--- config.mk ---
export PLATFORM = sky130hd
export DESIGN_NAME = inst_fetch_unit
export DESIGN_NICKNAME = d
export VERILOG_FILES = /design/src/rtl/inst_fetch_unit.sv
export SDC_FILE = /design/constraint.sdc
export NUM_CORES = 1
export LEC_CHECK = 0
export BUFFER_PORTS_ARGS = -buffer_cell sky130_fd_sc_hd__buf_2
export CAP_MARGIN = 20
export CORE_UTILIZATION = 50
export DETAILED_ROUTE_END_ITERATION = 8
export PLACE_DENSITY = 0.79
export REMOVE_ABC_BUFFERS = 1
export SYNTH_ARGS = -nofsm -noshare
export SYNTH_HDL_FRONTEND = slang
export SYNTH_SLANG_ARGS = --single-unit
--- constraint.sdc ---
create_clock -name clk -period 3.37 [get_ports clk]
set_input_delay 0.674 -clock clk [delete_from_list [all_inputs] [get_ports clk]]
set_output_delay 0.674 -clock clk [all_outputs]
set_load 0.02 [all_outputs]
--- src/rtl/inst_fetch_unit.sv ---
// Fetch stage: PC, instruction register, control-flow resolution
// and the hardware return stack for the 14-bit MCU core.
module inst_fetch_unit #(
  parameter int          STACK_DEPTH  = 8,
  parameter logic [10:0] RESET_VECTOR = 11'h000
) (
  input  logic        clk,
  input  logic        rst,
  output logic [10:0] Rom_addr_out,
  input  logic [13:0] Rom_data_in,
  input  logic        stall,
  input  logic        skip_req,
  output logic [13:0] ir_out,
  output logic        ir_valid,
  output logic [10:0] ir_pc,
  output logic        stk_ovf,
  output logic        stk_unf
);

  localparam int SPW = $clog2(STACK_DEPTH);
  localparam int DW  = SPW + 1;

  logic [10:0]    pc;
  logic [10:0]    pc_nxt;
  logic [SPW-1:0] sp;
  logic [DW-1:0]  depth;
  logic [10:0]    mem [STACK_DEPTH];

  logic is_goto;
  logic is_call;
  logic is_ret;
  logic do_jmp;
  logic do_push;
  logic do_pop;
  logic do_skip;
  logic bubble;
  logic full;
  logic empty;
  logic [10:0] pop_addr;

  assign Rom_addr_out = pc;

  assign is_goto = ir_valid && (ir_out[13:11] == 3'b101);
  assign is_call = ir_valid && (ir_out[13:11] == 3'b100);
  assign is_ret  = ir_valid && ((ir_out == 14'h0008)
                             || (ir_out == 14'h0009)
                             || (ir_out[13:10] == 4'b1101));

  assign do_jmp  = !stall && (is_goto || is_call);
  assign do_push = !stall && is_call;
  assign do_pop  = !stall && is_ret;
  // A redirect in the IR takes priority over a skip request.
  assign do_skip = !stall && ir_valid && skip_req
                && !(is_goto || is_call || is_ret);
  assign bubble  = do_jmp || do_pop || do_skip;

  assign full     = (depth == DW'(STACK_DEPTH));
  assign empty    = (depth == '0);
  assign pop_addr = mem[sp - SPW'(1)];

  always_comb begin
    pc_nxt = pc + 11'd1;
    unique case (1'b1)
      stall:   pc_nxt = pc;
      do_jmp:  pc_nxt = ir_out[10:0];
      do_pop:  pc_nxt = pop_addr;
      default: pc_nxt = pc + 11'd1;
    endcase
  end

  always_ff @(posedge clk) begin
    if (rst) begin
      pc       <= RESET_VECTOR;
      ir_out   <= 14'h0000;
      ir_valid <= 1'b0;
      ir_pc    <= 11'h000;
      sp       <= '0;
      depth    <= '0;
      stk_ovf  <= 1'b0;
      stk_unf  <= 1'b0;
    end else begin
      stk_ovf <= do_push && full;
      stk_unf <= do_pop && empty;
      if (!stall) begin
        pc    <= pc_nxt;
        ir_pc <= pc;
        if (bubble) begin
          ir_out   <= 14'h0000;
          ir_valid <= 1'b0;
        end else begin
          ir_out   <= Rom_data_in;
          ir_valid <= 1'b1;
        end
      end
      if (do_push) begin
        sp <= sp + SPW'(1);
        if (!full)
          depth <= depth + DW'(1);
      end else if (do_pop) begin
        sp <= sp - SPW'(1);
        if (!empty)
          depth <= depth - DW'(1);
      end
    end
  end

  // Full stack overwrites the oldest entry in place.
  always_ff @(posedge clk) begin
    if (!rst && do_push)
      mem[sp] <= pc;
  end

endmodule
==> impl_metrics.py <==
metrics = {
    "routing": {
        "viasPerCell": 6.01,
        "dr.pass1.iters": 5,
        "wire_per_inst_um": 19.6,
        "dr.first_iter.drc_count": 408,
        "drt_wl_total_um": 12600,
        "vias": 3854,
        "drc_errors": 0,
        "drtAntennaViolNets": 0,
    },
    "critical_path": {
        "startpoint_type": "flip-flop",
        "cp.arrival_ns": 3.02,
        "worstPathRequired_ns": 3.69,
        "ff2ff_path_depth": 8,
        "cpPeakStageDelay_ns": 0.51,
        "critPathMaxFanout": 10,
        "regToRegSetupSlack_ns": 0.67,
        "crit_type": "reg -> reg",
        "r2r-start": "ir_out[13]",
        "path_cells": "nor2b_1, nand2_1, ha_1, a21o_1, a21oi_1, nor3_1, a2111o_1, o31ai_1",
        "end_kind": "flip-flop",
        "r2r_end": "depth[3]",
        "slowest_stage": "dfxtp_1",
    },
    "power_and_ir_drop": {
        "power_mw": 3.95,
        "leakage_nw": 2.47,
        "power_density_nw_per_um2": 575,
        "ir_worst_vdd_mv": 0.378,
    },
    "floorplan": {
        "core_area_sq_um": 11100,
        "start_util_pct": 52.2,
        "die_h_um": 110,
        "die_w_um": 110,
        "fp-row-count": 38,
        "design.portCount": 57,
        "design.die.area_sq_um": 12000,
    },
    "sta": {
        "drv_slew": 0,
        "hold_violations": 0,
        "fin_crit_ns": 2.70,
        "fin_crit_sh_pct": 80.1,
        "max_slew_margin_pct": 32.6,
        "tns_ns": 0,
        "fmax_mhz": 371,
        "final-setup-viol-count": 0,
        "worstMarginPinSlew_ns": 1.01,
        "skew_ns": 0.00608,
        "grt_setup_unrepaired": "false",
    },
    "yosys": {
        "synthTopCellsByArea": "edfxtp_1 46%, dfxtp_1 16%, mux4_2 8.6%, a21oi_1 2.4%, mux2i_1 2.2%",
        "yosysWarnings": 0,
        "synth.most_common_cell": "edfxtp_1",
        "synth-edff-count": 88,
        "avgSynthCellArea_sq_um": 13.8,
        "ys_seq_elements": 134,
        "yosys.area.top_type_share_pct": 45.7,
        "syn_inst": 419,
        "synth-seq-area-share_pct": 61.6,
        "synth.distinct_cells": 53,
        "synth_common_cells": "88 x edfxtp_1, 46 x dfxtp_1, 34 x nand2_1",
        "syn_area_sq_um": 5790,
        "yosys.area.top_type": "edfxtp_1",
        "synthFlopType": "edfxtp_1",
        "synthArstFlopShare_pct": 0,
    },
    "global_routing": {
        "grt_max_degree": 54,
        "grt.overflow.total": 0,
        "grt_pass1_wl_um": 20200,
        "grt_pass1_vias": 3759,
        "grt_use_total_pct": 23.2,
        "antenna_found_initial": 0,
    },
    "clock_network": {
        "htreeDepth": 4,
        "path_clk_slew_ns": 0.06,
        "max-clock-path-buffers": 2,
        "post_cts_resized": 0,
        "insertion_delay_ns": 0.41,
        "cts-root-buf": "clkbuf_16",
        "cts_setup_buffers": 0,
        "ctsHoldBuffers": 0,
        "cts_made_buffers": 17,
        "cts_tree": "built",
        "numClockSinks": 134,
    },
    "placed_design": {
        "dpl.hpwl_um": 7920,
        "gp_congestion": 0.881,
        "io_buffers": 56,
    },
    "cells_and_area": {
        "nNetsFinal": 512,
        "areaGrowthSynthToFinish_pct": 18.5,
        "drive_gt1_share_pct": 30.3,
        "seqCellArea_sq_um": 3560,
        "fill_cells": 793,
        "multi_input_area_sq_um": 2030,
        "diodes": 0,
    },
    "worst_hold_path": {
        "min_from": "ir_pc[9]",
        "holdPathStages": 2,
        "hold_path_end": "ir_pc[9]",
        "hold_path.class": "reg -> reg",
    },
    "status": {
        "status": "completed",
    },
    "flow_run": {
        "drv_cap": 0,
    },
}
==> worst max path at each step <==
stage,slack [ns],depth (start not counted),start,end
global placement,0.61,9,stall,depth[3]
finish,0.67,8,ir_out[13],depth[3]
global route,0.46,8,ir_out[13],depth[3]
floorplan,0.32,6,sp[0],Rom_addr_out[1]
detailed placement,0.47,9,stall,depth[3]
CTS,0.71,8,ir_out[13],depth[3]
==> metrics by stage <==
step | util (%) | hold WS (ns) | cell area [sq um] | cells | setup WS [ns]
after floorplan | - | 0.455 | 5630 | 393 | 0.324
after global placement | 56.3 | 0.475 | 6230 | 608 | 0.610
after detailed placement | 56.3 | 0.477 | 6230 | 608 | 0.475
after CTS | 61.8 | 0.495 | 6850 | 640 | 0.709
after global routing | 61.9 | 0.515 | 6860 | 641 | 0.461
final | 61.9 | 0.489 | 6860 | 641 | 0.671
==> cell families after synthesis <==
kind of cell | share of synthesized area (%)
multiplexers | 12.6
AO/OA/AOI/OAI | 7.24
XOR/XNOR | 1.82
buffers and inverters | 3.31
adder cells (fa/ha/maj) | 1.43
flip-flops | 61.6
AND/OR/NAND/NOR | 12.1
==> layout make-up <==
cell class	count	area share, %
flip-flops and latches	134	52.0
multi-input cells	249	29.6
clock buffers	18	6.40
repair buffers	76	6.38
well taps	140	2.55
clock inverters	14	2.53
inverters	10	0.547
==> worst max-delay path: cells and delay by family (launching register included) <==
family / cells / cell delay (ns)
AOI/OAI and AO/OA: 4 / 0.94
and+or+nand+nor: 3 / 0.78
DFF: 1 / 0.51
adders and majority gates: 1 / 0.38
==> metal layers <==
layer / GRT usage (%) / routed length, um / vias to the layer above
met2: 35.9 / 6020 / 201
met5: 0 / 0 / -
met4: 10.0 / 335 / 0
li1: - / - / 1750
met3: 5.10 / 835 / 26
met1: 31.8 / 5390 / 1877
==> report_power, final <==
part	internal (mW)	leakage, nW	switching, mW
clock	1.19	0.298	0.702
sequential	1.78	1.18	0.0556
combinational	0.0898	1.00	0.129
==> flip-flops by register name, summed over array words and instances, names as in the netlist <==
name          cells
Rom_addr_out     11
ir_pc            11
stk_unf           1
sp                3
ir_valid          1
mem              88
depth             4
stk_ovf           1
ir_out           14
==> cell usage in the layout, fill, tap and decap left out, drive strengths merged, types with 8 or more instances in the layout <==
cell	Yosys	routed
mux4	22	22
edfxtp	88	88
nand4	16	16
clkbuf	9	18
dfxtp	46	46
nor2b	8	8
mux2i	13	13
nand2	34	34
a21oi	28	28
buf	17	76
nor2	27	27
mux2	9	9
xnor2	8	8
inv	10	14
nand3	17	17
Note: power is estimated with default switching activity, not from simulation.
